`src/rtl/hex_display_ctrl.sv`:
```
// Avalon-MM seven-segment display controller: hex or decimal display of a software
// register, with per-digit blanking, blink, and an iterative double-dabble converter.
module hex_display_ctrl #(
  parameter int NUM_DIGITS = 6,
  parameter int BIN_W      = 20,
  parameter int BLINK_DIV  = 25_000_000
) (
  input  logic                    clk,
  input  logic                    rst_n,
  input  logic [1:0]              slave_address,
  input  logic                    slave_read,
  input  logic                    slave_write,
  input  logic [31:0]             slave_writedata,
  output logic [31:0]             slave_readdata,
  output logic [7*NUM_DIGITS-1:0] hex_out
);

  localparam int BCD_W  = 4 * NUM_DIGITS;
  localparam int STEP_W = $clog2(BIN_W + 1);
  localparam int CNT_W  = (BLINK_DIV > 1) ? $clog2(BLINK_DIV) : 1;

  typedef enum logic {IDLE, SHIFT} state_t;

  function automatic logic [63:0] pow10(input int n);
    logic [63:0] p;
    p = 64'd1;
    for (int k = 0; k < n; k++) p = p * 64'd10;
    return p;
  endfunction

  localparam logic [63:0] MAX_DEC = pow10(NUM_DIGITS) - 64'd1;

  function automatic logic [6:0] seg7(input logic [3:0] nib);
    case (nib)
      4'h0: seg7 = 7'b1000000;
      4'h1: seg7 = 7'b1111001;
      4'h2: seg7 = 7'b0100100;
      4'h3: seg7 = 7'b0110000;
      4'h4: seg7 = 7'b0011001;
      4'h5: seg7 = 7'b0010010;
      4'h6: seg7 = 7'b0000010;
      4'h7: seg7 = 7'b1111000;
      4'h8: seg7 = 7'b0000000;
      4'h9: seg7 = 7'b0010000;
      4'hA: seg7 = 7'b0001000;
      4'hB: seg7 = 7'b0000011;
      4'hC: seg7 = 7'b1000110;
      4'hD: seg7 = 7'b0100001;
      4'hE: seg7 = 7'b0000110;
      default: seg7 = 7'b0001110;
    endcase
  endfunction

  logic [31:0]           value_q, value_d;
  logic [NUM_DIGITS-1:0] blank_q, blank_d;
  logic                  en_q, en_d, blink_q, blink_d, dec_q, dec_d;
  logic [CNT_W-1:0]      blinkCnt_q, blinkCnt_d;
  logic                  blinkPhase_q, blinkPhase_d;

  state_t                state_q;
  logic [BIN_W-1:0]      bin_q;
  logic [BCD_W-1:0]      scratch_q, scratch_d, result_q;
  logic [STEP_W-1:0]     step_q;
  logic                  ovf_q, ovfPend_q;

  logic                  wrValue, wrBlank, wrCtrl, startReq, blinkArm, startOvf;
  logic [BIN_W-1:0]      startVal;
  logic [BCD_W-1:0]      adj;
  logic [3:0]            nib, shownNib;

  assign wrValue  = slave_write && (slave_address == 2'd0);
  assign wrBlank  = slave_write && (slave_address == 2'd1);
  assign wrCtrl   = slave_write && (slave_address == 2'd2);
  assign blinkArm = wrCtrl && !blink_q && slave_writedata[1];

  // Conversion starts on a VALUE write in decimal mode or on switching into decimal mode.
  assign startReq = (wrValue && dec_q) || (wrCtrl && !dec_q && slave_writedata[2]);
  assign startVal = wrValue ? slave_writedata[BIN_W-1:0] : value_q[BIN_W-1:0];
  assign startOvf = {{(64-BIN_W){1'b0}}, startVal} > MAX_DEC;

  always_comb begin
    value_d = wrValue ? slave_writedata : value_q;
    blank_d = wrBlank ? slave_writedata[NUM_DIGITS-1:0] : blank_q;
    en_d    = wrCtrl ? slave_writedata[0] : en_q;
    blink_d = wrCtrl ? slave_writedata[1] : blink_q;
    dec_d   = wrCtrl ? slave_writedata[2] : dec_q;
  end

  // Arming blink restarts the half-period so the display is visible right away.
  always_comb begin
    blinkCnt_d   = blinkCnt_q + CNT_W'(1);
    blinkPhase_d = blinkPhase_q;
    if (blinkArm) begin
      blinkCnt_d   = '0;
      blinkPhase_d = 1'b0;
    end else if (blinkCnt_q == CNT_W'(BLINK_DIV - 1)) begin
      blinkCnt_d   = '0;
      blinkPhase_d = ~blinkPhase_q;
    end
  end

  always_ff @(posedge clk) begin
    if (!rst_n) begin
      value_q      <= '0;
      blank_q      <= '0;
      en_q         <= 1'b0;
      blink_q      <= 1'b0;
      dec_q        <= 1'b0;
      blinkCnt_q   <= '0;
      blinkPhase_q <= 1'b0;
    end else begin
      value_q      <= value_d;
      blank_q      <= blank_d;
      en_q         <= en_d;
      blink_q      <= blink_d;
      dec_q        <= dec_d;
      blinkCnt_q   <= blinkCnt_d;
      blinkPhase_q <= blinkPhase_d;
    end
  end

  always_comb begin
    adj = '0;
    nib = '0;
    for (int i = 0; i < NUM_DIGITS; i++) begin
      nib = scratch_q[4*i +: 4];
      adj[4*i +: 4] = (nib >= 4'd5) ? nib + 4'd3 : nib;
    end
    scratch_d = {adj[BCD_W-2:0], bin_q[BIN_W-1]};
  end

  // Result and OVF are only committed on the final step, so the display never shows partial BCD.
  always_ff @(posedge clk) begin
    if (!rst_n) begin
      state_q   <= IDLE;
      bin_q     <= '0;
      scratch_q <= '0;
      result_q  <= '0;
      step_q    <= '0;
      ovf_q     <= 1'b0;
      ovfPend_q <= 1'b0;
    end else if (startReq) begin
      state_q   <= SHIFT;
      bin_q     <= startVal;
      scratch_q <= '0;
      step_q    <= '0;
      ovfPend_q <= startOvf;
    end else if (state_q == SHIFT) begin
      scratch_q <= scratch_d;
      bin_q     <= bin_q << 1;
      step_q    <= step_q + STEP_W'(1);
      if (step_q == STEP_W'(BIN_W - 1)) begin
        result_q <= scratch_d;
        ovf_q    <= ovfPend_q;
        state_q  <= IDLE;
      end
    end
  end

  always_comb begin
    slave_readdata = '0;
    if (slave_read) begin
      case (slave_address)
        2'd0: slave_readdata = value_q;
        2'd1: slave_readdata = 32'(blank_q);
        2'd2: slave_readdata = {29'd0, dec_q, blink_q, en_q};
        default: slave_readdata = {30'd0, ovf_q, state_q == SHIFT};
      endcase
    end
  end

  always_comb begin
    hex_out  = '1;
    shownNib = '0;
    for (int i = 0; i < NUM_DIGITS; i++) begin
      shownNib = dec_q ? result_q[4*i +: 4] : value_q[4*i +: 4];
      if (!en_q || (blink_q && blinkPhase_q) || blank_q[i])
        hex_out[7*i +: 7] = 7'b1111111;
      else if (dec_q && ovf_q)
        hex_out[7*i +: 7] = 7'b0111111;
      else
        hex_out[7*i +: 7] = seg7(shownNib);
    end
  end

endmodule

```
`config.mk`:
```
export PLATFORM = sky130hd
export DESIGN_NAME = hex_display_ctrl
export DESIGN_NICKNAME = d
export VERILOG_FILES = /design/src/rtl/hex_display_ctrl.sv
export SDC_FILE = /design/constraint.sdc
export NUM_CORES = 1
export LEC_CHECK = 0
export ABC_CLOCK_PERIOD_IN_PS = 5150
export BUFFER_PORTS_ARGS = -buffer_cell sky130_fd_sc_hd__buf_2
export CELL_PAD_IN_SITES_DETAIL_PLACEMENT = 0
export CELL_PAD_IN_SITES_GLOBAL_PLACEMENT = 2
export CORE_UTILIZATION = 39
export CTS_BUF_LIST = sky130_fd_sc_hd__clkbuf_8
export CTS_CLUSTER_DIAMETER = 150
export DETAILED_ROUTE_END_ITERATION = 6
export PLACE_DENSITY_LB_ADDON = 0.1
export SYNTH_ARGS = -nofsm -noshare
export SYNTH_HDL_FRONTEND = slang
export SYNTH_SLANG_ARGS = --single-unit
```
`constraint.sdc`:
```
create_clock -name clk -period 5.15 [get_ports clk]
set_clock_uncertainty 0.05 [all_clocks]
set_input_delay 0.7725 -clock clk [delete_from_list [all_inputs] [get_ports clk]]
set_output_delay 0.7725 -clock clk [all_outputs]
set_load 0.01 [all_outputs]
```
Yosys cells after proc, flatten, opt, wreduce, memory -nomap -nowiden
Memories as Yosys holds them, arrays and structs flattened.
Cells that the tools add are included.

storage, ports and cells
  RAM bits = 0
  bits in registers = 143
  ROM bits = 672
  word-level logic and storage cells = 101
  memories = 6
  bits in latches = 0
  bits of input ports = 38

operators by class
  $mul = 0
  eq/ne operators = 4
  order comparisons = 7
  reduce and logical (&&, ||, !) cells = 27
  bitwise logic cells = 3
  divide/modulo/power cells = 0
  add/sub/neg operators = 8
  shift-type cells = 0
  muxes and demuxes = 32

memory list
  memory            depth  width  rd ports  clocked after Yosys merged registers in  write ports  RTL line  source
  (name not given)  16     7      1         0                                        0            34        case (nib)
  (name not given)  16     7      1         0                                        0            34
  (name not given)  16     7      1         0                                        0            34
  (name not given)  16     7      1         0                                        0            34
  (name not given)  16     7      1         0                                        0            34
  (name not given)  16     7      1         0                                        0            34

operators by type and width
  kind                                                                number
  case mux 32 bit (3 select lines)                                    1
  two-way mux 7 bit                                                   12
  two-way mux 20 bit                                                  3
  two-way mux 4 bit                                                   11
  two-way mux 32 bit                                                  1
  adder 25 x 1 -> 25 bit (second input constant)                      1
  equality test 25 bit (second input constant)                        1
  greater-or-equal comparator 4 x 3 -> 1 bit (second input constant)  6
  adder 4 x 2 -> 4 bit (second input constant)                        5
  greater-than comparator 20 bit (second input constant)              1
  logical AND 1 bit                                                   10
  logical OR 1 bit                                                    8
  adder 5 x 1 -> 5 bit (second input constant)                        1
  equality test 5 bit (second input constant)                         1
  OR reduction 2 bit                                                  2
  adder 3 x 2 -> 3 bit (second input constant)                        1
  zero test 1 bit                                                     3
  two-way mux 1 bit                                                   3
  two-way mux 3 bit                                                   1
  inverter 1 bit                                                      3
  AND reduction 3 bit                                                 1
  OR reduction 3 bit                                                  1
  equality test 2 x 1 -> 1 bit (second input constant)                1
  equality test 2 bit (second input constant)                         1
  2 further kinds                                                     2

Depth between registers and ports, before layout
Gate-level depths: netlist of the first run.

  depth in word-level cells = 7
  depth in mapped cells = 10
  depth with buffers taken out = 7

Least setup slack after synthesis of the first run
OpenSTA, ideal clock, no wires.

  kind = flip-flop to output port
  start = register dec_q
  end = output hex_out[21]
  arrival = 2070 ps
  cell stages (with the launch flop) = 10
  required time = 4328 ps
  setup slack = 2258 ps
  path through = dfxtp_1 -> buf_6 -> buf_6 -> buf_6 -> mux2i_1 -> inv_1 -> ha_1 -> or3_1 -> o221ai_1 -> nand2_1

between the ends
  longest elaborated chain between the ends = 4
  elaborated cells between the ends (all ways) = 5
  those cells by class = 3 x mux; 1 x reduce/logical; 1 x memory

RTL lines
  element                   RTL line  source
  start: declaration        56        logic en_q, en_d, blink_q, blink_d, dec_q, dec_d;
  start signal: assignment  108       dec_q <= 1'b0;
  start signal: assignment  116       dec_q <= dec_d;
  two-way mux 4 bit         176       shownNib = dec_q ? result_q[4*i +: 4] : value_q[4*i +: 4];
  memory read (16 x 7 bit)  n/a
  two-way mux 7 bit *       179       else if (dec_q && ovf_q)
  two-way mux 7 bit *       177       if (!en_q || (blink_q && blinkPhase_q) || blank_q[i])
  end: declaration          15        output logic [7*NUM_DIGITS-1:0] hex_out

Mark *: on every way between the ends. The rest lies on a longest branch, timed or not.

Worst setup path in the final report of the first run
  start = register dec_q
  end = output hex_out[13]

The elaborated chain is that of the path after synthesis.

==> results.cfg, run 1 <==
[outcome]
status = finished, final reports clean

[hold_path]
min-delay-start = ovfPend_q$_SDFFE_PN0P_
hold_class = reg2reg
whs_endpoint = ovfPend_q$_SDFFE_PN0P_
hold_path_depth = 2

[clock_tree]
cts-root-buf = clkbuf_8
htreeDepth = 4
postCtsSetupRepairBufs = 0
clkTransAtPathRegs_ns = 0.08
cts_num_sinks = 143
cts_hold_buf = 0
tritoncts = done
cts.path.max_buffers = 2
post_cts_resized = 0
numCtsBuffers = 17
clock_latency_ns = 0.45

[synthesis]
synth-adder-area-share_pct = 7.295
synth_top_cell_by_area = dfxtp_1
synth_edf_count = 0
syn_nets = 1100
synth_xor_area_share_pct = 3.575
syn-cell-area_um2 = 8576
yosysWarnings = 0
ys_types = 56
synth_cells = 1012
synthFlopType = dfxtp_1
postSynthAreaPerCell_um2 = 8.474
yosys-top-cells-count = nand2_1 (170), dfxtp_1 (143), mux2i_1 (89)
synth_mux_area_share_pct = 13.67
synth_top_cell_area_share_pct = 33.38
synth_top_family_by_area = simple AND/OR/NAND/NOR gates
ys_seq_area_share_pct = 33.38
synthTopCellsByArea = dfxtp_1 (33%), mux2i_1 (10%), nand2_1 (7.4%), ha_1 (7.3%), nor2_1 (3.7%)
synth-seq-cells = 143
synth_compound_area_share_pct = 13.54
ys_async_sr_fraction_pct = 0
synth_most_common_cell = nand2_1
yosys.area_share.simple_pct = 24.15

[critical_path]
worstReg2RegStart = dec_q$_SDFFE_PN0N_
r2r_slack_ns = 1.96
r2r_end = result_q[8]$_SDFFE_PN0P_
worstPathCellList = buf_4, mux2_2, ha_1, nand2_1, a21boi_0, o21ai_0, a211o_1, buf_2
path_class = reg2out
cp_max_fo = 22
rr_worst_depth = 8
crit_family = flip-flops
slowest_delay_ns = 0.77
cp_slowest_cell = dfxtp_2
cp_data_arrival_time_ns = 3.04
worstPathRequired_ns = 4.33
worstSetupEndpointType = output pin
crit_buf_inv = 2
crit_path_start_kind = register

[sta]
drv_slew = 0
setup_viol = 0
fin_crit_ns = 3.864
max_slew_margin_pct = 37.15
fin_crit_sh_pct = 75.02
rsz0062_at_grt = no
tightest_slew_ns = 0.9427
setup_tns_ns = 0
hold_viol = 0
max_freq_mhz = 258.8

[power]
power_density_nw_per_um2 = 236.2
leakagePower_uw = 0.004149
vdd_ir_drop_max_mv = 0.1486

[drt]
firstDrtPassIters = 4
vias = 7217
drt-vias-per-instance = 5.185
drc = 0
drt-initial-drc-count = 353
postRouteAntennaNets = 0
drt_wl_total_mm = 22.86
post_drt_wl_per_cell_um = 16.42

[floorplanning]
die_area_um2 = 22590
ios = 112
rows = 53
die_y_um = 150.3
coreArea_um2 = 21290
initial_utilization_pct = 40.29
die-width_um = 150.3

[global_route]
grt_max_degree = 55
grt_pass1_vias = 6794
gr-total-overflow = 0
antenna_found_initial = 0
grtUsageTotal_pct = 21.08
grt_pass1_wl_mm = 36.60

[placed_design]
port_buffers = 111
hpwlAfterDp_mm = 16.76
place_congestion = 0.8746

[finish]
syn_to_final_growth_pct = 12.99
fin_nets = 1192
final-seq-area_um2 = 2865
multi_input_area_um2 = 5339
antenna_cells = 0
n_fill_cell = 2176
final_layout_size_suffix_gt1_share_pct = 16.56
utilization_pct = 45.52

[run]
cap_viol_max_count = 0
[logic make-up (layout without fill, tap and decap cells)]
group                    count (synthesis)  count (layout)
adder cells (fa/ha/maj)                 50              50
multiplexers                           110             110
buffers and inverters                   77             182
XOR/XNOR                                35              35
AO/OA/AOI/OAI                          167             167
AND/OR/NAND/NOR                        430             430
flip-flops                             143             143
[registers in the layout (all words and copies together), names as in the netlist]
register and cells:
value_q 32, blinkCnt_q 25, result_q 24, scratch_q 24
bin_q 20, blank_q 6, step_q 5, blinkPhase_q 1
blink_q 1, dec_q 1, en_q 1, ovfPend_q 1
ovf_q 1, state_q 1
[per-layer routing]
layer	wire length, µm	vias up	track usage [%]
li1	-	3696	-
met1	11780	3396	30.32
met2	10030	104	32.10
met3	719	21	3.606
met4	324	0	5.859
met5	0	-	0
[stage by stage]
step	area [µm²]	setup slack (ns)	instances	power [µW]	hold slack [ns]
final	9689	1.286	1392	2288	0.4061
after global routing	9689	1.056	1392	2403	0.4238
after CTS	9689	1.285	1392	2318	0.4050
after detailed placement	9295	1.777	1360	1414	0.3934
after global placement	9295	1.806	1360	1415	0.3941
after floorplan	8576	2.258	1012	1337	0.3804
[power breakdown]
group | internal [µW] | total (µW) | switching [µW]
sequential | 1130 | 1160 | 31.1
clock | 436 | 901 | 465
combinational | 96.1 | 230 | 134
[cell usage in the layout, fill, tap and decap left out, types with 21 or more instances in the layout]
cell,instances
nand2_1,170
buf_2,111
nand3_1,40
inv_1,28
dfxtp_1,141
nor2b_1,27
and3_1,25
a21oi_1,32
nor2_1,85
o21ai_0,27
and2_1,30
mux2i_1,89
ha_1,50
xor2_1,21
[final cells by class]
cell class,instances,area share (%)
multi-input cells,792,55.10
flip-flops and latches,143,29.57
repair buffers,123,6.663
well taps,275,3.551
clock buffers,17,2.415
clock inverters,15,1.653
inverters,27,1.046
[tightest hold or removal path, cell delays in order (launching register included)]
cell	delay (ns)
dfxtp_1	0.32
nand3_1	0.06
nand2_1	0.04
[worst max-delay path by stage]
stage	depth (start not counted)	startpoint	end
6_report	8	dec_q$_SDFFE_PN0N_	hex_out[13]
4_1_cts	8	dec_q$_SDFFE_PN0N_	hex_out[13]
3_3_place_gp	8	dec_q$_SDFFE_PN0N_	hex_out[13]
3_5_place_dp	8	dec_q$_SDFFE_PN0N_	hex_out[13]
2_1_floorplan	9	dec_q$_SDFFE_PN0N_	hex_out[21]
5_1_grt	8	dec_q$_SDFFE_PN0N_	hex_out[13]
Note: power is estimated with default switching activity, not from simulation.
==> run 2, diff against run 1 <==
--- a/config.mk
+++ b/config.mk
@@ -5,11 +5,12 @@
 export SDC_FILE = /design/constraint.sdc
 export NUM_CORES = 1
 export LEC_CHECK = 0
-export ABC_CLOCK_PERIOD_IN_PS = 5150
+export ABC_AREA = 1
+export ABC_CLOCK_PERIOD_IN_PS = 3400
 export BUFFER_PORTS_ARGS = -buffer_cell sky130_fd_sc_hd__buf_2
 export CELL_PAD_IN_SITES_DETAIL_PLACEMENT = 0
 export CELL_PAD_IN_SITES_GLOBAL_PLACEMENT = 2
-export CORE_UTILIZATION = 39
+export CORE_UTILIZATION = 30
 export CTS_BUF_LIST = sky130_fd_sc_hd__clkbuf_8
 export CTS_CLUSTER_DIAMETER = 150
 export DETAILED_ROUTE_END_ITERATION = 6
==> constraint.sdc (replaced) <==
create_clock -name clk -period 3.4 [get_ports clk]
set_clock_uncertainty 0.05 [all_clocks]
set_input_delay 0.51 -clock clk [delete_from_list [all_inputs] [get_ports clk]]
set_output_delay 0.51 -clock clk [all_outputs]
set_load 0.01 [all_outputs]
==> run 2 against run 1 <==
Compared with the run above:
- count of clock-buffer cells in the layout rose by 1
- clock power rose by 60%
- synthesized area increased by 3.2%
- sequential share of layout area fell by 1.3 points
- via count grew 19%
- critical path depth up 1
- final cell count grew 33%
- non-clock buffer count increased by 4
- routed wire length up 24%
- global-route usage shrank 1.9 points
- register-to-register slack worse by 0.96 ns
- first-iteration DRC count is 25% higher
- critical endpoint is now hex_out[26]
- largest power group unchanged
==> results.cfg, run 2 <==
[synthesis]
synth_cells = 1357
synth_edf_count = 0
ys_async_sr_fraction_pct = 0
syn-cell-area_um2 = 8846
synth-seq-cells = 143
yosysWarnings = 0
yosys-top-cells-count = nand2_1 (350), inv_1 (157), nor2_1 (157)
synth_top_cell_area_share_pct = 32.36
postSynthAreaPerCell_um2 = 6.519
syn_nets = 1445
ys_seq_area_share_pct = 32.36
synth_top_cell_by_area = dfxtp_1
synthFlopType = dfxtp_1
ys_types = 45
synth_most_common_cell = nand2_1
synthTopCellsByArea = dfxtp_1 (32%), nand2_1 (15%), ha_1 (7.1%), inv_1 (6.7%), nor2_1 (6.7%)

[finish]
largest-register = value_q
final_common_cell = nand2_1
syn_to_final_growth_pct = 14.62
final_cell_mix = nand2_1 (350), inv_1 (157), nor2_1 (157)
reg_top3 = value_q (32), blinkCnt_q (25)
utilization_pct = 35.14
final_layout_size_suffix_gt1_share_pct = 14.28
fin_nets = 1539
antenna_cells = 0
largest_reg_flops = 32
post-route-cell-area_um2 = 10140

[critical_path]
cp_data_arrival_time_ns = 2.61
crit_path_start_kind = register
cp_max_fo = 5
r2r_slack_ns = 1.00
worstPathRequired_ns = 2.84
path_class = reg2out
worstSetupEndpointType = output pin

[clock_tree]
cts_hold_buf = 0
cts_num_sinks = 143
htreeDepth = 4
numCtsBuffers = 17
cts-root-buf = clkbuf_8
cts.path.max_buffers = 2
tritoncts = done
clkTransAtPathRegs_ns = 0.11
clock_latency_ns = 0.46

[drt]
firstDrtPassIters = 5
post_drt_wl_per_cell_um = 15.37
drt-initial-drc-count = 443
drt_wl_total_mm = 28.41
vias = 8611
postRouteAntennaNets = 0
drt-vias-per-instance = 4.660
drc = 0

[sta]
hold_viol = 0
fin_crit_sh_pct = 93.30
hold_ws_ns = 0.2359
max_freq_mhz = 315.2
max_slew_margin_pct = 43.86
fin_crit_ns = 3.172
drv_slew = 0
rsz0062_at_grt = no
tightest_slew_ns = 0.8332
setup_tns_ns = 0
setup_viol = 0

[placed_design]
hpwlAfterDp_mm = 21.08
place_congestion = 0.8452
port_buffers = 111
place_area_um2 = 9723

[global_route]
grt_max_degree = 51
grt_pass1_vias = 8308
gr-total-overflow = 0
antenna_found_initial = 0
grt_pass1_wl_mm = 45.81
grtUsageTotal_pct = 19.21

[floorplanning]
die_y_um = 173.7
die-width_um = 173.7
ios = 112
die_area_um2 = 30180
initial_utilization_pct = 30.65
coreArea_um2 = 28860
rows = 62

[power]
power_density_nw_per_um2 = 376.0
vdd_ir_drop_max_mv = 0.2271
finalPower_uw = 3813
leakagePower_uw = 0.004320

[hold_path]
hold_class = in2reg

[run]
cap_viol_max_count = 0

[outcome]
status = finished, final reports clean
[run 2: cell types whose count changed in the layout (fill, tap and decap cells not counted), moves of 16 or more]
cell      change
nand2_1     +180
inv_1       +129
mux2i_1      -89
nor2_1       +72
nand3_1      +62
a21oi_1      +52
o21ai_0      +48
and2_1       -30
nor2b_1      -27
and3_1       -24
nor3_1       +24
o21ai_1      +22
a21boi_1     -16
[run 2: logic make-up (layout without fill, tap and decap cells)]
family	count (synthesis)	count (layout)	share of synthesized area [%]
compound gates	242	242	15.76
xor+xnor	14	14	1.386
fa+ha+maj	50	50	7.072
buf+inv	219	326	10.30
flops	143	143	32.36
simple gates	689	689	33.13
[run 2: path summary, 6_finish.rpt]
path,startpoint,end,cells past startpoint
worst min-delay path,slave_writedata[30],value_q[30]$_SDFFE_PN0N_,3
worst min register to register,ovfPend_q$_SDFFE_PN0P_,ovfPend_q$_SDFFE_PN0P_,2
worst max register to register,step_q[0]$_SDFFE_PP0P_,result_q[13]$_SDFFE_PN0P_,7
worst max-delay path,value_q[13]$_SDFFE_PN0N_,hex_out[26],9
[run 2: final cells by class]
cell class,instances,area [µm²]
multi-input combinational,995,5072
timing repair buffer,127,679.4
fill,3285,18720
clock inverter,14,162.7
clock buffer,18,247.7
tap,384,480.5
inverter,167,630.6
sequential,143,2867
[run 2: timing repair]
action / 4_1_cts / 5_1_grt
setup endpoints to repair: 0 / 3
hold endpoints to repair: 0 / 0
setup buffers: 0 / 0
gates resized for setup: 0 / 3
[run 2: critical path: stages, from the launching register on]
cell and delay, ns:
dfxtp_1 0.32, inv_1 0.09, o21ai_0 0.68, inv_1 0.22
ha_1 0.29, inv_1 0.08, nor3_1 0.06, a21oi_1 0.13
nand3_1 0.10, buf_2 0.17
[run 2: where the power goes]
group	switching, µW	total [µW]	internal, µW
Sequential	41.6	1760	1720
Clock	802	1440	640
Combinational	413	610	197
[run 2: per-stage QoR]
| stage | setup slack (ns) | instances |
|---|---|---|
| 2_1_floorplan | 1.002 | 1357 |
| 3_3_place_gp | 0.6726 | 1816 |
| 3_5_place_dp | 0.6158 | 1816 |
| 4_1_cts | 0.1099 | 1848 |
| 5_1_grt | 0.04712 | 1848 |
| 6_report | 0.2279 | 1848 |
[run 2: layer usage]
metal | vias to the layer above | routed length [µm] | GRT usage, % | share of wire, %
met5 | - | 0 | 0 | 0
met3 | 24 | 700 | 2.478 | 2.5
met2 | 125 | 12360 | 30.10 | 44
met4 | 0 | 386 | 4.825 | 1.4
met1 | 3910 | 14960 | 27.66 | 53
li1 | 4552 | - | - | -
==> run 3, diff against run 2 <==
--- a/config.mk
+++ b/config.mk
@@ -5,12 +5,11 @@
 export SDC_FILE = /design/constraint.sdc
 export NUM_CORES = 1
 export LEC_CHECK = 0
-export ABC_AREA = 1
 export ABC_CLOCK_PERIOD_IN_PS = 3400
 export BUFFER_PORTS_ARGS = -buffer_cell sky130_fd_sc_hd__buf_2
 export CELL_PAD_IN_SITES_DETAIL_PLACEMENT = 0
 export CELL_PAD_IN_SITES_GLOBAL_PLACEMENT = 2
-export CORE_UTILIZATION = 30
+export CORE_UTILIZATION = 33
 export CTS_BUF_LIST = sky130_fd_sc_hd__clkbuf_8
 export CTS_CLUSTER_DIAMETER = 150
 export DETAILED_ROUTE_END_ITERATION = 6
==> run 3 against run 2 <==
Compared with the run above:
- hold slack improved by 0.015 ns
- global-route usage decreased by 0.22 points
- critical path type unchanged
- critical path depth increased by 1
- via count decreased by 16%
- routed wire length decreased by 13%
- largest cell class unchanged
- final cell count decreased by 21%
- die area decreased by 12%
- sequential share of layout area increased by 0.87 points
- flip-flop and latch count unchanged
- count of clock-buffer cells in the layout decreased by 1
- combinational power decreased by 39%
- power decreased by 9.8%
==> results.cfg, run 3 (synthesis results as in run 1) <==
[finish]
largest_reg_flops = 32
largest-register = value_q
antenna_cells = 0
n_fill_cell = 2689
syn_to_final_growth_pct = 14.75
final_cell_mix = nand2_1 (170), dfxtp_1 (141), buf_2 (111)
reg_top3 = value_q (32), blinkCnt_q (25)
utilization_pct = 38.85
post-route-cell-area_um2 = 9841
final_layout_size_suffix_gt1_share_pct = 17.39
final_common_cell = nand2_1
fin_nets = 1202

[drt]
drt-initial-drc-count = 504
drt_wl_total_mm = 24.75
highest_layer = met4
met1_length_mm = 12.55
drt-vias-per-instance = 4.971
dr_wl_met2_mm = 11.34
post_drt_wl_per_cell_um = 16.99
postRouteAntennaNets = 0
vias = 7243
wl_met3_um = 710
drc = 0
firstDrtPassIters = 5

[clock_tree]
htreeDepth = 4
cts-root-buf = clkbuf_8
post_cts_resized = 0
clock_latency_ns = 0.46
numCtsBuffers = 17
postCtsSetupRepairBufs = 0
clkTransAtPathRegs_ns = 0.09
cts_num_sinks = 143
cts.path.max_buffers = 2
cts_hold_buf = 0
tritoncts = done

[placed_design]
hpwlAfterDp_mm = 18.31
place_congestion = 0.8618
place_area_um2 = 9464
port_buffers = 111

[hold_path]
min-delay-start = slave_writedata[26]
hold_path_depth = 3
hold_class = in2reg
whs_endpoint = value_q[26]$_SDFFE_PN0N_

[critical_path]
r2r_end = result_q[21]$_SDFFE_PN0P_
crit_path_start = dec_q$_SDFFE_PN0N_
r2r_slack_ns = 1.33
cp.depth = 10
path_class = reg2out
worstSetupEndpointType = output pin
worstReg2RegStart = step_q[0]$_SDFFE_PP0P_
crit_family = buffers and inverters
slowest_delay_ns = 0.47
crit_path_start_kind = register
worstPathCellList = buf_12, mux2i_1, buf_4, inv_1, ha_1, nand2_1, a21boi_0, o21ai_0, a211o_1, buf_2
cp_slowest_cell = dfxtp_4
cp_data_arrival_time_ns = 2.58
cp_max_fo = 19
worstPathRequired_ns = 2.84
crit_buf_inv = 4
rr_worst_depth = 6

[power]
p_int_uw = 2402
p_comb_share_pct = 10.8
p_clk_share_pct = 38.4
power_switching_uw = 1036
vdd_ir_drop_max_mv = 0.1652
leakagePower_uw = 0.004201
finalPower_uw = 3438
power_density_nw_per_um2 = 349.4
swShare_pct = 30.14
seqPwrFrac_pct = 50.8

[floorplanning]
die-width_um = 163.2
die_y_um = 163.2
die_area_um2 = 26640
rows = 58
ios = 112
initial_utilization_pct = 33.86
coreArea_um2 = 25330

[sta]
drv_slew = 0
max_freq_mhz = 318.1
setup_tns_ns = 0
fin_crit_ns = 3.143
tightest_slew_ns = 0.7942
setup_viol = 0
rsz0062_at_grt = no
max_slew_margin_pct = 47.05
hold_viol = 0
fin_crit_sh_pct = 92.45

[global_route]
antenna_found_initial = 1
grt_pass1_vias = 6949
gr-total-overflow = 0
grt_pass1_wl_mm = 38.89
grtUsageTotal_pct = 18.99
grt_max_degree = 75

[outcome]
status = finished, final reports clean

[run]
cap_viol_max_count = 0
[run 3: cell types whose count changed in the layout (fill, tap and decap cells not counted), sizes merged, moves of 24 or more]
cell | before | now
a21boi | 4 | 33
nor2b | 0 | 27
a21oi | 84 | 32
nor3 | 32 | 8
mux2i | 0 | 90
o21ai | 114 | 28
nand2 | 355 | 171
and2 | 0 | 30
nor2 | 160 | 85
and3 | 1 | 25
inv | 174 | 37
nand3 | 103 | 40
[run 3: per-stage QoR]
stage / hold WS [ns] / setup slack, ns / std cells
CTS: 0.2193 / 0.1163 / 1457
detailed placement: 0.3913 / 0.6241 / 1425
global placement: 0.3945 / 0.6636 / 1425
global route: 0.2307 / 0.09360 / 1457
finish: 0.2513 / 0.2565 / 1457
floorplan: 0.3804 / 0.7704 / 1012
[run 3: area by class of cell]
| type | count | area, µm² | share of cell area, % |
|---|---|---|---|
| Multi-Input combinational cell | 792 | 5339 | 54.25 |
| Clock buffer | 17 | 234.0 | 2.378 |
| Inverter | 27 | 101.3 | 1.030 |
| Clock inverter | 15 | 140.1 | 1.424 |
| Tap cell | 330 | 412.9 | 4.196 |
| Sequential cell | 143 | 2868 | 29.14 |
| Timing Repair Buffer | 133 | 745.7 | 7.578 |
[run 3: metal layers]
layer	up-vias	GRT usage, %
met1	3409	26.87
met3	12	2.641
met5	-	0
met2	97	30.32
li1	3725	-
met4	0	4.206
[run 3: power groups by stage]
| stage | Sequential (µW) | Combinational, µW | Clock [µW] |
|---|---|---|---|
| 2_1_floorplan | 1760 | 260 | 0 |
| 3_3_place_gp | 1790 | 374 | 0 |
| 3_5_place_dp | 1790 | 372 | 0 |
| 4_1_cts | 1750 | 374 | 1380 |
| 5_1_grt | 1750 | 412 | 1450 |
| 6_report | 1750 | 370 | 1320 |
[run 3: tightest hold or removal path, cell delays in order]
cell,delay [ns]
buf_2,0.10
nand2_1,0.04
a21boi_0,0.06
[run 3: worst max path at each step]
stage	end	slack, ns
floorplan	hex_out[21]	0.77
global placement	hex_out[13]	0.66
detailed placement	hex_out[13]	0.62
CTS	hex_out[13]	0.12
global route	hex_out[13]	0.09
finish	hex_out[13]	0.26
